==> src/rtl/xor_checksum_4bit_pkg.sv <==
// rtl/xor_checksum_4bit_pkg.sv - shared constants and state encoding for the nibble checksum
// Purpose: nibble width, default frame geometry and FSM state encoding shared by
//          xor_checksum_4bit and its xor_4bit combine element.
// Ports:   none (package)
package xor_checksum_4bit_pkg;

  localparam int NIBBLE_W      = 4;
  localparam int DEF_FRAME_LEN = 8;
  localparam int DEF_CNT_W     = 4;

  typedef enum logic {
    ST_ACCUM = 1'b0,
    ST_DONE  = 1'b1
  } state_t;

endpackage

==> src/rtl/xor_checksum_4bit_comb.sv <==
// rtl/xor_checksum_4bit_comb.sv - xor_4bit combine element
// Purpose: purely combinational 4-bit XOR, z = x ^ y.
// Ports:   x, y  in  NIBBLE_W  operands
//          z     out NIBBLE_W  result
module xor_4bit
  import xor_checksum_4bit_pkg::*;
(
  input  logic [NIBBLE_W-1:0] x,
  input  logic [NIBBLE_W-1:0] y,
  output logic [NIBBLE_W-1:0] z
);

  assign z = x ^ y;

endmodule

==> src/rtl/xor_checksum_4bit.sv <==
// rtl/xor_checksum_4bit.sv - streaming XOR-fold nibble checksum with word count
// Purpose: folds a frame of 4-bit words (closed by in_last or FRAME_LEN words) into
//          one registered {out_sum, out_count} result on a valid/ready output port.
// Ports:   clk, rst (sync, active-high)
//          in_valid/in_ready/in_data[3:0]/in_last   word stream in
//          out_valid/out_ready/out_sum[3:0]/out_count[CNT_W-1:0]   result out
module xor_checksum_4bit
  import xor_checksum_4bit_pkg::*;
#(
  parameter int FRAME_LEN = DEF_FRAME_LEN,
  parameter int CNT_W     = DEF_CNT_W
) (
  input  logic                clk,
  input  logic                rst,
  input  logic                in_valid,
  output logic                in_ready,
  input  logic [NIBBLE_W-1:0] in_data,
  input  logic                in_last,
  output logic                out_valid,
  input  logic                out_ready,
  output logic [NIBBLE_W-1:0] out_sum,
  output logic [CNT_W-1:0]    out_count
);

  localparam logic [CNT_W-1:0] FRAME_LEN_C = CNT_W'(FRAME_LEN);

  state_t              state;
  state_t              state_next;
  logic [NIBBLE_W-1:0] acc;
  logic [NIBBLE_W-1:0] acc_next;
  logic [CNT_W-1:0]    cnt;
  logic [CNT_W-1:0]    cnt_inc;
  logic                accept;
  logic                close;
  logic                out_fire;

  xor_4bit u_comb (
    .z (acc_next),
    .x (acc),
    .y (in_data)
  );

  assign cnt_inc = cnt + 1'b1;

  always_comb begin
    in_ready   = (state == ST_ACCUM) && !rst;
    accept     = in_valid && in_ready;
    // in_last on the FRAME_LEN-th word still yields exactly one close
    close      = accept && (in_last || (cnt_inc == FRAME_LEN_C));
    out_fire   = (state == ST_DONE) && out_valid && out_ready;
    state_next = state;
    case (state)
      ST_ACCUM: if (close)    state_next = ST_DONE;
      ST_DONE:  if (out_fire) state_next = ST_ACCUM;
      default:                state_next = ST_ACCUM;
    endcase
  end

  always_ff @(posedge clk) begin
    if (rst) begin
      state <= ST_ACCUM;
    end else begin
      state <= state_next;
    end
  end

  always_ff @(posedge clk) begin
    if (rst) begin
      acc       <= '0;
      cnt       <= '0;
      out_valid <= 1'b0;
      out_sum   <= '0;
      out_count <= '0;
    end else begin
      if (accept) begin
        if (close) begin
          out_sum   <= acc_next;
          out_count <= cnt_inc;
          out_valid <= 1'b1;
          acc       <= '0;
          cnt       <= '0;
        end else begin
          acc <= acc_next;
          cnt <= cnt_inc;
        end
      end
      // accept and out_fire are mutually exclusive: they need different states
      if (out_fire) begin
        out_valid <= 1'b0;
      end
    end
  end

endmodule

==> config.mk <==
export PLATFORM = sky130hd
export DESIGN_NAME = xor_checksum_4bit
export DESIGN_NICKNAME = d
export VERILOG_FILES = /design/src/rtl/xor_checksum_4bit_pkg.sv /design/src/rtl/xor_checksum_4bit_comb.sv /design/src/rtl/xor_checksum_4bit.sv
export SDC_FILE = /design/constraint.sdc
export NUM_CORES = 1
export LEC_CHECK = 0
export CAP_MARGIN = 25
export CORE_MARGIN = 8
export CORE_UTILIZATION = 52
export DETAILED_ROUTE_END_ITERATION = 8
export GPL_TIMING_DRIVEN = 0
export HOLD_SLACK_MARGIN = 0.15
export PLACE_DENSITY_LB_ADDON = 0.05
export SLEW_MARGIN = 30
export SYNTH_ARGS = -nofsm -noshare
export SYNTH_HDL_FRONTEND = slang
export SYNTH_SLANG_ARGS = --single-unit
==> constraint.sdc <==
create_clock -name clk -period 2.95 [get_ports clk]
set_input_delay 0.59 -clock clk [delete_from_list [all_inputs] [get_ports clk]]
set_output_delay 0.59 -clock clk [all_outputs]
set_load 0.005 [all_outputs]
==> impl_metrics.yaml, run 1 <==
status:
  outcome: "completed"
yosys:
  synth_seq_cells: 18
  synth.distinct_cells: 34
  synthCells: 96
  synth_area_leaders: "dfxtp_1 (40%), a211oi_2 (5.6%), nand3_1 (5.0%)"
  synth_nets: 106
  avgSynthCellArea_sq_um: 9.332
  synth_warnings: 0
  yosysMostFrequentCell: "dfxtp_1"
  synth_flop_cell: "dfxtp_1"
  synth-edff-count: 0
  yosysTopAreaCell: "dfxtp_1"
  synth_common_cells: "dfxtp_1 (18), nand3_1 (9), nor3_1 (9)"
  netlist_area_sq_um: 895.9
  synth_top_area_share_pct: 40.22
  synthArstFlopShare_pct: 0
  ys_seq_area_share_pct: 40.22
worst_hold_path:
  min_path_cells: 2
  hp-class: "reg -> reg"
grt:
  overflow: 0
  grt_max_degree: 11
  grt_pass1_vias: 751
  antenna_found_initial: 0
  track_usage_pct: 13.04
  grt_pass1_wl_um: 3367
critical_path:
  cp_cell_sequence: "buf_6 > clkbuf_1 > nor2_1 > clkdlybuf4s50_1"
  crit_buf_inv: 3
  crit_fanout: 10
  slowest_stage: "clkdlybuf4s50_1"
  end_kind: "output port"
  path_class: "in -> out"
  slowest_delay_ns: 0.46
  rr_worst_depth: 5
  cp_num_cells: 4
  critical-path-top-delay-family: "buffers and inverters"
  start_kind: "input port"
  required_ns: 2.36
  arrival_ns: 1.69
power_and_ir_drop:
  p_seq_share_pct: 57.1
  total_power_w: 0.0004580
  max-vdd-ir-drop_v: 0.0002930
  p_sw_w: 0.0001190
  comb_power_share_pct: 15.7
  netSwitchingFraction_pct: 25.98
  clockPowerShare_pct: 27.2
  p_int_w: 0.0003390
  p_per_area_nw_per_um2: 412.6
  power_leakage_nw: 0.3982
routing:
  viasPerCell: 5.947
  routed_wl_um: 2042
  dr.pass1.iters: 4
  initialDrtViolationCount: 8
  vias: 791
  drtAntennaViolNets: 0
  drc: 0
  wire_per_inst_um: 15.35
timing:
  grt_setup_unrepaired: "false"
  fmax_mhz: 438.4
  final-max-slew-violation-count: 0
  finalCritPeriodShare_pct: 77.33
  period_needed_ns: 2.281
  slew_headroom_pct: 62.24
  skew_ns: 0.005196
  setup_viol: 0
  fin_tns_setup_ns: 0
  hold_violations: 0
  tightest_slew_ns: 0.5665
cts:
  cts_buffers: 3
  max-clock-path-buffers: 2
  cts.sinks: 18
  worstSkewPairLatency_ns: 0.30
  hold_buffers: 0
  clk_pin_slew_ns: 0.09
  cts_setup_buffers: 0
  cts_tree: "yes"
  postCtsResizedCells: 0
  cts-root-buf: "clkbuf_4"
  h-tree-depth: 1
place:
  io_buffer_count: 17
  place.gp.congestion: 0.7778
  hpwlAfterDp_um: 1525
floorplanning:
  die_x_um: 57.51
  die_area_sq_um: 3307
  core_sq_um: 1670
  rows: 15
  start_util_pct: 53.63
  pin_count: 19
  die_h_um: 57.51
finish:
  drive_gt1_share_pct: 14.66
  final_nets: 128
  antenna_cells: 0
  syn2layout_area_growth_pct: 23.88
flow_run:
  cap_viol_max_count: 0
worst paths after layout:
kind	startpoint	endpoint	slack (ns)
max	rst	in_ready	0.67
min	out_count[3]	out_count[3]	0.48
max reg2reg	state	cnt[2]	1.28
min reg2reg	out_count[3]	out_count[3]	0.48
per-stage QoR:
step	hold WS, ns	instances	instance area (sq um)	util, %	worst slack [ns]
2_1_floorplan	0.4413	96	895.9	-	1.103
3_3_place_gp	0.4517	130	1087	65.09	0.6462
3_5_place_dp	0.4633	130	1087	65.09	0.5622
4_1_cts	0.4769	133	1110	66.44	0.6672
5_1_grt	0.4847	133	1110	66.44	0.5948
6_report	0.4772	133	1110	66.44	0.6688
cell families after synthesis:
group,Yosys count,synth area share [%]
AO/OA/AOI/OAI,30,27.52
XOR/XNOR,5,4.888
buffers and inverters,6,4.189
adder cells (fa/ha/maj),1,1.396
flip-flops,18,40.22
AND/OR/NAND/NOR,36,21.79
sequential cells by signal, indices dropped and copies added (netlist names):
| register | cells |
|---|---|
| acc | 4 |
| cnt | 4 |
| out_sum | 4 |
| out_valid | 1 |
| out_count | 4 |
| state | 1 |
power by group through the flow:
stage          Sequential [W]  Combinational (W)  Clock [W]
6_report             0.000261          0.0000720   0.000124
4_1_cts              0.000262          0.0000729   0.000125
3_3_place_gp         0.000267          0.0000711          0
5_1_grt              0.000264          0.0000789   0.000137
2_1_floorplan        0.000266          0.0000398          0
3_5_place_dp         0.000267          0.0000724          0
per-layer routing:
layer  part of all wire (%)  vias to the layer above  track usage [%]
li1                       -                      397                -
met1                     45                      378            13.70
met2                     48                       11            22.35
met3                    5.2                        5            4.709
met4                    1.8                        0            6.429
met5                      0                        -                0
worst min-delay path, cell delays in order, from the launching register on:
cell and delay, ns:
dfxtp_1 0.32, nand3_1 0.06, a21oi_1 0.06
cell usage in the layout, fill, tap and decap left out, drive strengths merged:
cell	Yosys	routed
and2	2	2
nand2b	2	2
nor3	9	9
a22o	1	1
nor3b	1	1
o211ai	3	3
buf	2	2
o311a	1	1
a31o	2	2
a211o	1	1
a21o	1	1
and3	2	2
clkbuf	3	6
or3b	1	1
a21oi	5	5
a41o	1	1
nor2	6	6
a2111oi	1	1
nand2	3	3
a32oi	1	1
nand3	9	9
o21ai	7	7
xor2	1	1
ha	1	1
clkdlybuf4s50	0	17
nand3b	1	1
xnor2	4	4
a21bo	1	1
a211oi	5	5
dfxtp	18	18
inv	1	1
area by class of cell:
cell class	count	area, sq um
fill	139	560.5
multi-input combinational	72	498.0
sequential	18	360.3
timing repair buffer	17	170.2
buffer	5	33.78
clock buffer	3	22.52
tap	17	21.27
inverter	1	3.754
Power figures use the tool's default switching activity.
==> run 2: changes to the inputs <==
--- a/config.mk
+++ b/config.mk
@@ -7,7 +7,7 @@
 export LEC_CHECK = 0
 export CAP_MARGIN = 25
 export CORE_MARGIN = 8
-export CORE_UTILIZATION = 52
+export CORE_UTILIZATION = 48
 export DETAILED_ROUTE_END_ITERATION = 8
 export GPL_TIMING_DRIVEN = 0
 export HOLD_SLACK_MARGIN = 0.15
==> constraint.sdc (replaced) <==
create_clock -name clk -period 2.1 [get_ports clk]
set_input_delay 0.42 -clock clk [delete_from_list [all_inputs] [get_ports clk]]
set_output_delay 0.42 -clock clk [all_outputs]
set_load 0.005 [all_outputs]
==> impl_metrics.yaml, run 2 (synthesis results as in run 1) <==
status:
  outcome: "completed"
cts:
  clk_pin_slew_ns: 0.10
  cts_buffers: 3
  h-tree-depth: 1
  cts.sinks: 18
  worstSkewPairLatency_ns: 0.30
  cts_tree: "yes"
  postCtsResizedCells: 0
  cts-root-buf: "clkbuf_4"
  cts_setup_buffers: 0
  max-clock-path-buffers: 2
  hold_buffers: 0
timing:
  setup_viol: 0
  period_needed_ns: 1.910
  tightest_slew_ns: 0.5259
  hold_violations: 0
  grt_setup_unrepaired: "false"
  finalCritPeriodShare_pct: 90.94
  skew_ns: 0.005482
  final-max-slew-violation-count: 0
  slew_headroom_pct: 64.94
  setup_ws_ns: 0.1903
  fmax_mhz: 523.6
routing:
  wire_per_inst_um: 13.87
  drtAntennaViolNets: 0
  dr.pass1.iters: 4
  routed_wl_um: 1970
  initialDrtViolationCount: 9
  vias: 776
  viasPerCell: 5.465
  drc: 0
place:
  hpwlAfterDp_um: 1500
  place_ws_ns: -0.06843
  place.gp.congestion: 0.8121
  dpl.cell_count: 138
  io_buffer_count: 17
power_and_ir_drop:
  p_sw_w: 0.0001658
  p_int_w: 0.0005151
  p_per_area_nw_per_um2: 600.6
  power_leakage_nw: 0.4054
  comb_power_share_pct: 14.8
  clockPowerShare_pct: 31.2
  netSwitchingFraction_pct: 24.35
  max-vdd-ir-drop_v: 0.0006382
  p_seq_share_pct: 54.0
grt:
  antenna_found_initial: 0
  track_usage_pct: 12.19
  overflow: 0
  grt_pass1_vias: 773
  grt_pass1_wl_um: 3367
  grt_max_degree: 11
finish:
  nFillCells: 167
  final_nets: 128
  antenna_cells: 0
  final_cells: 142
  final_common_cell: "dfxtp_1"
  syn2layout_area_growth_pct: 26.54
  drive_gt1_share_pct: 15.38
  layout_common_cells: "dfxtp_1 (18), clkdlybuf4s50_1 (17), nor3_1 (9), nand3_1 (9), o21ai_0 (7)"
floorplanning:
  core_sq_um: 1745
  die_area_sq_um: 3505
  die_x_um: 59.20
  start_util_pct: 51.33
  die_h_um: 59.20
  rows: 15
  pin_count: 19
critical_path:
  crit_fanout: 10
  r2r_slack_ns: 0.47
  reg2reg_from: "cnt[0]"
  start_kind: "input port"
  path_class: "in -> out"
  arrival_ns: 1.49
  required_ns: 1.68
  end_kind: "output port"
  worstSetupEndpoint: "in_ready"
  rr_worst_depth: 6
  crit_start: "rst"
  r2r_end: "out_sum[0]"
flow_run:
  cap_viol_max_count: 0
worst_hold_path:
  hp-class: "in -> reg"
==> run 2: changes by cell type in the layout (fill, tap and decap cells not counted) <==
cell	before	now
clkbuf_8	0	1
==> run 2: worst min-delay path by stage <==
stage	from	endpoint	slack (ns)	depth (start not counted)
3_5_place_dp	out_count[2]	out_count[2]	0.46	2
6_report	rst	acc[0]	0.32	2
2_1_floorplan	acc[1]	acc[1]	0.44	1
4_1_cts	rst	acc[0]	0.32	2
3_3_place_gp	acc[1]	acc[1]	0.45	1
5_1_grt	rst	acc[0]	0.31	2
==> run 2: worst max-delay path: stages <==
cell             delay, ns
buf_6                 0.11
clkbuf_1              0.42
nor2_1                0.08
clkdlybuf4s50_1       0.46
==> run 2: power by group through the flow <==
stage / registers, W / logic (W) / clock network (W)
6_report: 0.000367 / 0.000101 / 0.000213
5_1_grt: 0.000370 / 0.000112 / 0.000234
4_1_cts: 0.000367 / 0.000102 / 0.000219
3_5_place_dp: 0.000375 / 0.000102 / 0
3_3_place_gp: 0.000375 / 0.0000999 / 0
2_1_floorplan: 0.000374 / 0.0000559 / 0
==> run 2: per-layer routing <==
layer	global-route usage, %	share of wire (%)	vias to the layer above
met5	0	0	-
met4	2.048	0.61	0
met3	5.206	5.8	2
met2	20.65	48	14
met1	13.92	46	358
li1	-	-	402
==> run 2: through the flow <==
| stage | total power, W | setup TNS [ns] | instance area (sq um) | utilization, % | hold slack [ns] |
|---|---|---|---|---|---|
| after detailed placement | 0.0004768 | -0.2301 | 1097 | 62.87 | 0.4618 |
| final | 0.0006808 | 0 | 1134 | 64.95 | 0.3175 |
| after global placement | 0.0004744 | -0.1152 | 1097 | 62.87 | 0.4528 |
| after CTS | 0.0006886 | 0 | 1134 | 64.95 | 0.3182 |
| after floorplan | 0.0004295 | 0 | 895.9 | - | 0.4413 |
| after global routing | 0.0007161 | 0 | 1134 | 64.95 | 0.3116 |
==> run 2: area by class of cell <==
| class | count | area [sq um] | area share [%] |
|---|---|---|---|
| well taps | 25 | 31.28 | 2.759 |
| repair buffers | 17 | 170.2 | 15.01 |
| multi-input cells | 72 | 498.0 | 43.93 |
| inverters | 1 | 3.754 | 0.3311 |
| clock buffers | 4 | 36.28 | 3.201 |
| flip-flops and latches | 18 | 360.3 | 31.79 |
| plain buffers | 5 | 33.78 | 2.980 |
